[src/rtl/tetris_pkg.sv]
// rtl/tetris_pkg.sv - shared board geometry and scanner state encoding
//
// Purpose: constants shared by the datapath, line detector, row clear
//          logic and board scanner, plus the scanner FSM state type.
// Ports:   none (package).
package tetris_pkg;

  localparam int BOARD_ROWS = 8;
  localparam int BOARD_COLS = 4;

  typedef enum logic [1:0] {
    IDLE = 2'd0,
    SEND = 2'd1,
    DONE = 2'd2
  } scan_state_e;

endpackage

[src/rtl/board_snapshot.sv]
// rtl/board_snapshot.sv - one-deep pending board slot for the scanner
//
// Purpose: holds one board that arrived while a scan was in progress.
// Ports:
//   clka, restart_n   clock, asynchronous active-low reset
//   board_in          board to store
//   wr                store board_in into the slot
//   rd                consume the slot contents
//   full              slot holds a board
//   data              stored board
//   overrun           sticky, set when a stored board is overwritten
module board_snapshot #(
  parameter int W = 32
) (
  input  logic         clka,
  input  logic         restart_n,
  input  logic [W-1:0] board_in,
  input  logic         wr,
  input  logic         rd,
  output logic         full,
  output logic [W-1:0] data,
  output logic         overrun
);

  always_ff @(posedge clka or negedge restart_n) begin
    if (!restart_n) begin
      full    <= 1'b0;
      data    <= '0;
      overrun <= 1'b0;
    end else begin
      if (wr) begin
        // A simultaneous read takes the old board; the newer one remains.
        data <= board_in;
        full <= 1'b1;
        if (full && !rd) overrun <= 1'b1;
      end else if (rd) begin
        full <= 1'b0;
      end
    end
  end

endmodule

[src/rtl/board_scanner.sv]
// rtl/board_scanner.sv - streams completed boards out row by row
//
// Purpose: snapshots each board from the datapath, streams its rows over a
//          valid/ready handshake and reports the all-ones row count.
// Ports:
//   clka, restart_n   clock, asynchronous active-low reset
//   board_in          board image, row r at [r*COLS +: COLS], row 0 on top
//   board_valid       one-cycle strobe qualifying board_in
//   row_ready         sink accepts the current row
//   row_valid         row_data/row_idx valid
//   row_data, row_idx current row cells and index
//   frame_done        one-cycle pulse after the last row is accepted
//   full_rows         all-ones row count of the last completed frame
//   busy              scan in progress
//   overrun           sticky, a pending board was overwritten
module board_scanner
  import tetris_pkg::*;
#(
  parameter int ROWS = BOARD_ROWS,
  parameter int COLS = BOARD_COLS
) (
  input  logic                      clka,
  input  logic                      restart_n,
  input  logic [ROWS*COLS-1:0]      board_in,
  input  logic                      board_valid,
  input  logic                      row_ready,
  output logic                      row_valid,
  output logic [COLS-1:0]           row_data,
  output logic [$clog2(ROWS)-1:0]   row_idx,
  output logic                      frame_done,
  output logic [$clog2(ROWS+1)-1:0] full_rows,
  output logic                      busy,
  output logic                      overrun
);

  localparam int W  = ROWS * COLS;
  localparam int IW = $clog2(ROWS);
  localparam int CW = $clog2(ROWS + 1);
  localparam logic [IW-1:0] LAST_ROW = IW'(ROWS - 1);

  scan_state_e state, state_nxt;

  logic [W-1:0]  frame;
  logic [CW-1:0] run_cnt;
  logic [CW-1:0] final_cnt;
  logic          xfer;
  logic          last_row;
  logic          load_frame;
  logic          load_pending;
  logic          snap_wr;
  logic          snap_rd;
  logic          displaced;
  logic          done_overrun;
  logic          pend_full;
  logic          pend_overrun;
  logic [W-1:0]  pend_data;

  // Outputs are decodes of registered state only.
  assign row_valid  = (state == SEND);
  assign busy       = (state != IDLE);
  assign frame_done = (state == DONE);
  assign row_data   = frame[row_idx*COLS +: COLS];
  assign overrun    = pend_overrun | done_overrun;

  assign xfer      = row_valid && row_ready;
  assign last_row  = (row_idx == LAST_ROW);
  assign final_cnt = run_cnt + CW'(&row_data);

  always_ff @(posedge clka or negedge restart_n) begin
    if (!restart_n) state <= IDLE;
    else            state <= state_nxt;
  end

  always_comb begin
    state_nxt    = state;
    load_frame   = 1'b0;
    load_pending = 1'b0;
    snap_wr      = 1'b0;
    snap_rd      = 1'b0;
    displaced    = 1'b0;
    case (state)
      IDLE: begin
        if (board_valid) begin
          load_frame = 1'b1;
          state_nxt  = SEND;
        end
      end
      SEND: begin
        snap_wr = board_valid;
        if (xfer && last_row) state_nxt = DONE;
      end
      DONE: begin
        // The slot is always drained here: either scanned next or
        // displaced by a board arriving in this very cycle.
        snap_rd = pend_full;
        if (board_valid) begin
          load_frame = 1'b1;
          displaced  = pend_full;
          state_nxt  = SEND;
        end else if (pend_full) begin
          load_frame   = 1'b1;
          load_pending = 1'b1;
          state_nxt    = SEND;
        end else begin
          state_nxt = IDLE;
        end
      end
      default: state_nxt = IDLE;
    endcase
  end

  always_ff @(posedge clka or negedge restart_n) begin
    if (!restart_n) begin
      frame        <= '0;
      row_idx      <= '0;
      run_cnt      <= '0;
      full_rows    <= '0;
      done_overrun <= 1'b0;
    end else begin
      if (load_frame) begin
        frame   <= load_pending ? pend_data : board_in;
        row_idx <= '0;
        run_cnt <= '0;
      end else if (xfer) begin
        run_cnt <= final_cnt;
        if (last_row) begin
          // Published on entry to DONE so it lines up with frame_done.
          full_rows <= final_cnt;
          row_idx   <= '0;
        end else begin
          row_idx <= row_idx + 1'b1;
        end
      end
      if (displaced) done_overrun <= 1'b1;
    end
  end

  board_snapshot #(.W(W)) u_snapshot (
    .clka      (clka),
    .restart_n (restart_n),
    .board_in  (board_in),
    .wr        (snap_wr),
    .rd        (snap_rd),
    .full      (pend_full),
    .data      (pend_data),
    .overrun   (pend_overrun)
  );

endmodule

[config.mk]
export PLATFORM = sky130hd
export DESIGN_NAME = board_scanner
export DESIGN_NICKNAME = d
export VERILOG_FILES = /design/src/rtl/tetris_pkg.sv /design/src/rtl/board_snapshot.sv /design/src/rtl/board_scanner.sv
export SDC_FILE = /design/constraint.sdc
export NUM_CORES = 1
export LEC_CHECK = 0
export CAP_MARGIN = 20
export CELL_PAD_IN_SITES_DETAIL_PLACEMENT = 1
export CELL_PAD_IN_SITES_GLOBAL_PLACEMENT = 2
export CORE_UTILIZATION = 37
export CTS_CLUSTER_SIZE = 40
export DETAILED_ROUTE_END_ITERATION = 7
export HOLD_SLACK_MARGIN = 0.06
export MAX_ROUTING_LAYER = met4
export PLACE_DENSITY = 0.81
export SLEW_MARGIN = 5
export SYNTH_ARGS = -nofsm -noshare
export SYNTH_HDL_FRONTEND = slang
export SYNTH_HIERARCHICAL = 1
export SYNTH_SLANG_ARGS = --single-unit
[constraint.sdc]
create_clock -name clka -period 2.5 [get_ports clka]
set_input_delay 0.5 -clock clka [delete_from_list [all_inputs] [get_ports clka]]
set_output_delay 0.5 -clock clka [all_outputs]
set_load 0.01 [all_outputs]
# Word level (Yosys, flattened, before mapping)
# Cells that the tools add are included.
dict set report word_totals {
  register_bits 80
  latchBits 0
  mem_bits_rw 0
  rom_bits 0
  in_bits 36
  out_inout_bits 15
  elab_cells 54
  n_memories 0
}
dict set report classes {
  n_addsub 2
  multipliers 0
  n_div 0
  magnitude_cmp 0
  n_eq_ne 5
  shift 1
  muxes 23
  n_bitwise 2
  reduce_logical 12
}
# op n
set ops {}
lappend ops {{$mux W32} 1}
lappend ops {{$shiftx A32 B6 Y4} 1}
lappend ops {{$mux W1} 13}
lappend ops {{$mux W3} 3}
lappend ops {{$mux W4} 2}
lappend ops {{$pmux W2 S3} 1}
lappend ops {{$reduce_bool A2 Y1} 3}
lappend ops {{$add A4 B1 Y4} 1}
lappend ops {{$mux W2} 2}
lappend ops {{$reduce_and A2 Y1} 2}
lappend ops {{$reduce_and A4 Y1} 1}
lappend ops {{$add A3 B1 Y3 const B} 1}
lappend ops {{$eq A3 B3 Y1 const B} 1}
lappend ops {{$logic_and A1 B1 Y1} 3}
lappend ops {{$reduce_and A3 Y1} 1}
lappend ops {{$eq A2 B1 Y1 const B} 1}
lappend ops {{$eq A2 B2 Y1 const B} 1}
lappend ops {{$logic_not A2 Y1} 1}
lappend ops {{$ne A2 B1 Y1 const B} 1}
lappend ops {{$ne A2 B2 Y1 const B} 1}
lappend ops {{$pmux W1 S2} 1}
lappend ops {{$logic_not A1 Y1} 1}
lappend ops {{$not A1 Y1} 1}
lappend ops {{$or A1 B1 Y1} 1}

# Logic depth before layout (Yosys ltp)
dict set report logic_depth {
  depth_word 5
  depth_mapped 10
  depth_no_buf 8
}

# By module
# Netlist, hierarchy kept.
# mod instances cells_each area_per_inst_um2 seq_area_each_um2
set modules_own_cells {}
lappend modules_own_cells {board_scanner 1 237 2352.3 1151.1}
lappend modules_own_cells {board_snapshot 1 73 1407.6 850.8}

# Worst setup path after synthesis
# No wires, ideal clock.
dict set report synth_path {
  path_type {register to register}
  start {reg row_idx[0]}
  end {reg full_rows[1]}
  setup_ns 0.125
  arrival_time_ns 2.223
  slack_ns 0.152
  stages_incl_launch_ff 9
  path_buffers 2
  period_less_slack_ns 2.348
  path_cell_list {dfrtp_1 buf_6 buf_12 mux2i_1 mux4_2 nor4_2 ha_1 ha_1 mux2_2}
}
dict set report synth_between {
  elab_chain_len 3
  elab_cells_between_ends 5
}
# element line_no
set synth_lines {}
lappend synth_lines {{start, declared} board_scanner.sv:29} ;# output logic [$clog2(ROWS)-1:0] row_idx,
lappend synth_lines {{start signal, assigned} board_scanner.sv:131} ;# row_idx <= row_idx + 1'b1;
lappend synth_lines {{$shiftx A32 B6 Y4} board_scanner.sv:62} ;# assign row_data = frame[row_idx*COLS +: COLS];
lappend synth_lines {{$reduce_and A4 Y1} board_scanner.sv:67} ;# assign final_cnt = run_cnt + CW'(&row_data);
lappend synth_lines {{$add A4 B1 Y4} board_scanner.sv:67}
lappend synth_lines {{net final_cnt[1]} board_scanner.sv:45} ;# logic [CW-1:0] final_cnt;
lappend synth_lines {{end signal, assigned} board_scanner.sv:128} ;# full_rows <= final_cnt;
lappend synth_lines {{end, declared} board_scanner.sv:31} ;# output logic [$clog2(ROWS+1)-1:0] full_rows,
# The timed path passes the listed nets, and every way through them passes these cells.
# A chain may end at the register's enable or synchronous reset.

# Final worst setup path
dict set report layout_path {
  start {reg row_idx[0]}
  end {reg run_cnt[3]}
}
dict set report layout_between {
  elab_chain_len 5
}
# element line_no
set layout_lines {}
lappend layout_lines {{$shiftx A32 B6 Y4} board_scanner.sv:62}
lappend layout_lines {{$reduce_and A4 Y1} board_scanner.sv:67}
lappend layout_lines {{$add A4 B1 Y4} board_scanner.sv:67}
lappend layout_lines {{$mux W4} board_scanner.sv:124} ;# end else if (xfer) begin
lappend layout_lines {{$mux W4} board_scanner.sv:120} ;# if (load_frame) begin
lappend layout_lines {{end signal, assigned} board_scanner.sv:125} ;# run_cnt <= final_cnt;
lappend layout_lines {{end, declared} board_scanner.sv:44} ;# logic [CW-1:0] run_cnt;
# No other way between the ends. The select of a mux whose other input is x is not followed.

==> metrics.md <==
| Metric | Value |
|---|---|
| H-tree levels | `3` |
| Worst Setup End Kind | `register` |
| Avg Cell Area, Syn | `12.1 sq um` |
| Setup TNS | `0 ns` |
| Finished Layout Cells | `499` |
| Fmax | `between 0.4 and 0.5 GHz` |
| PD cells | `1150 nW/um^2` |
| Routed length per instance | `17.2 um` |
| Drt first pass iters | `4` |
| Clock period minus worst slack | `2.46 ns` |
| IO Pins | `51` |
| Overall Global Routing Usage | `0.188` |
| Synth Register Bits | `80` |
| Die ar. | `approximately 11,000 sq um` |
| Yosys top cell area share | `0.532` |
| CTS root buf | `clkbuf_8` |
| DIE WIDTH | `103 um` |
| Fin. Hold Viols | `0` |
| Number of buffers created by CTS | `9` |
| Area of the multi-input gates | `1590 sq um` |
| Arr. time, crit path | `roughly 2.7 ns` |
| Cell taking the most area after synthesis | `dfrtp_1` |
| Core box area | `9820 sq um` |
| Vias/cell | `5.23` |
| Slew headroom | `0.650` |
| Layout area overhead | `23.2%` |
| Design area | `4630 sq um` |
| First DRT Iteration DRCs | `77` |
| Cells after DPL | `480` |
| Share of layout cells above drive strength 1 | `0.205` |
| CP Launch Point | `row_idx[0]` |
| Area contributors post-synth | `dfrtp_1, mux2_4, o22ai_1` |
| Number of global-route vias before repair | `2,826` |
| Crit path kind | `register to register` |
| Crit path launch type | `register` |
| Async set or reset register ratio after synthesis | `1.00` |
| # diodes | `0` |
| I/O Buffers | `50` |
| Tcrit/Tclk final | `0.985` |
| Tightest Pin Transition | `roughly 0.53 ns` |
| Drt drc | `0` |
| Clock latency on the worst-skew pair | `0.36 ns` |
| Final Power | `5.31 mW` |
| Row Count | `36` |
| Placed inst area | `between 4000 and 5000 sq um` |
| Status | `finished clean` |
| Total routed wirelength | `8.58 mm` |
| Synthesized Nets | `350` |
| Worst EP required | `2.74 ns` |
| RR Startpoint | `row_idx[0]` |
| Hold crit path type | `input pin to async pin` |
| # setup viols final | `0` |
| Initial Util | `0.383` |
| CTS sink count | `80` |
| Number of antenna violations at the first check in global routing | `0` |
| Clock skew | `roughly 0.013 ns` |
| P_leak | `2.00 nW` |
| Worst-path clk slew | `around 0.10 ns` |
| Post-DP HPWL | `between 5 and 6 mm` |
| Final Util | `0.472` |
| Antenna Violating Nets Remaining | `0` |
| Sequential area share after synthesis | `0.532` |
| GR Overflow Total | `0` |
| Via Count | `roughly 2,600` |
| Number of synthesized flops with an enable pin | `0` |
| Synth Flop Type | `dfrtp_1` |
| Synth Instances | `310` |
| Maximum fanout along the worst path | `20` |
| Fillers | `1,084` |
| Yosys warnings | `6` |
| Reg area | `2000 sq um` |
| Clock tree from TritonCTS | `done` |
| Die Y | `roughly 100 um` |
| Yosys cell types | `35` |
| Final nets | `between 400 and 500` |
| Largest net degree at the start of global routing | `44` |
| First-pass GRT wire length | `between 10 and 15 mm` |
| CTS Buffer Depth | `2` |
| Peak supply drop | `0.000396 V` |
| RSZ-0062 raised after global routing | `true` |
| Number of max-cap violations | `0` |
| Final Slew Violations | `0` |
| Cell area after synthesis | `3760 sq um` |
| Gp weighted congestion | `0.724` |
[report_power, final]
group	total, mW	switching [mW]	internal [mW]	leakage, nW
logic	2.12	0.927	1.20	0.965
registers	2.16	0.363	1.80	0.931
clock network	1.02	0.539	0.483	0.103
[logic make-up (layout without fill, tap and decap cells)]
kind of cell | count (synthesis) | in the layout | synth area share
xor+xnor | 2 | 2 | 0.00466
compound gates | 47 | 47 | 0.0775
flops | 80 | 80 | 0.532
buf+inv | 31 | 87 | 0.0536
simple gates | 89 | 89 | 0.114
mux | 57 | 57 | 0.204
fa+ha+maj | 4 | 4 | 0.0133
[state kept, by name, indices dropped and copies added, names as in the netlist]
signal / flops
u_snapshot/full: 1
state: 2
full_rows: 4
frame: 32
u_snapshot/data: 32
u_snapshot/overrun: 1
run_cnt: 4
done_overrun: 1
row_idx: 3
[cells in the mapped netlist (all sizes together) (2+ instances only)]
master   n
or2      2
nand2   13
o21ai    6
mux4     4
clkbuf  11
ha       4
nor3    31
dfrtp   80
a21oi    2
buf     11
nor2    31
a21o     3
mux2    34
o22ai   33
inv      9
nor2b    2
mux2i   19
nand3b   2
[timing repair]
item                                    in CTS  in global routing
buffers inserted                             2                  1
cloned                                       0                  0
pin swaps                                    0                  1
gates resized for setup                      4                  6
hold buffers                                 0                  0
endpoints found under the hold margin        0                  0
endpoints found under the setup margin       4                  2
[layout make-up]
class	instances	area share
multi-input cells	199	0.343
clock buffers	9	0.0267
repair buffers	62	0.137
flip-flops and latches	80	0.432
well taps	133	0.0359
clock inverters	7	0.0181
inverters	9	0.00729
[layer usage]
layer  part of all wire  GRT usage
met1               0.47      0.245
met2               0.49      0.293
met3              0.028     0.0366
met4              0.016     0.0639
met5                  0          -
[critical path, stage by stage, from the launching register on]
cell and delay [ns]:
dfrtp_1 0.41, buf_12 0.17, mux2i_1 0.14, mux4_2 0.50, buf_4 0.16, nor4_4 0.23
ha_2 0.25, buf_4 0.11, nand3_1 0.08, xor2_1 0.18, o22ai_1 0.10
[stage by stage]
step                worst slack, ns  hold slack (ns)
floorplan                     0.152            0.204
detailed placement            0.112            0.448
global placement              0.156            0.434
global route                -0.0776            0.108
finish                       0.0383           0.0914
CTS                         0.00359           0.0933
[cells in the final DEF (no fill, tap or decap), drive strengths merged, types with 3 or more instances in the layout]
cell type / synthesis / final
nor3: 31 / 31
o21ai: 6 / 6
clkdlybuf4s50: 0 / 45
nor2: 31 / 31
dfrtp: 80 / 80
mux2i: 19 / 19
inv: 9 / 14
mux4: 4 / 4
nand2: 13 / 13
o22ai: 33 / 33
ha: 4 / 4
a21o: 3 / 3
clkbuf: 11 / 9
buf: 11 / 13
mux2: 34 / 34
[final timing paths]
check	to	depth (start not counted)	slack [ns]
max	run_cnt[3]	10	0.04
max reg2reg	run_cnt[3]	10	0.04
min in group clka	done_overrun	1	0.47
max in group asynchronous	frame[6]	2	1.79
min reg2reg	done_overrun	1	0.47
min	u_snapshot/data[28]	1	0.09
Note: power is estimated with default switching activity, not from simulation.
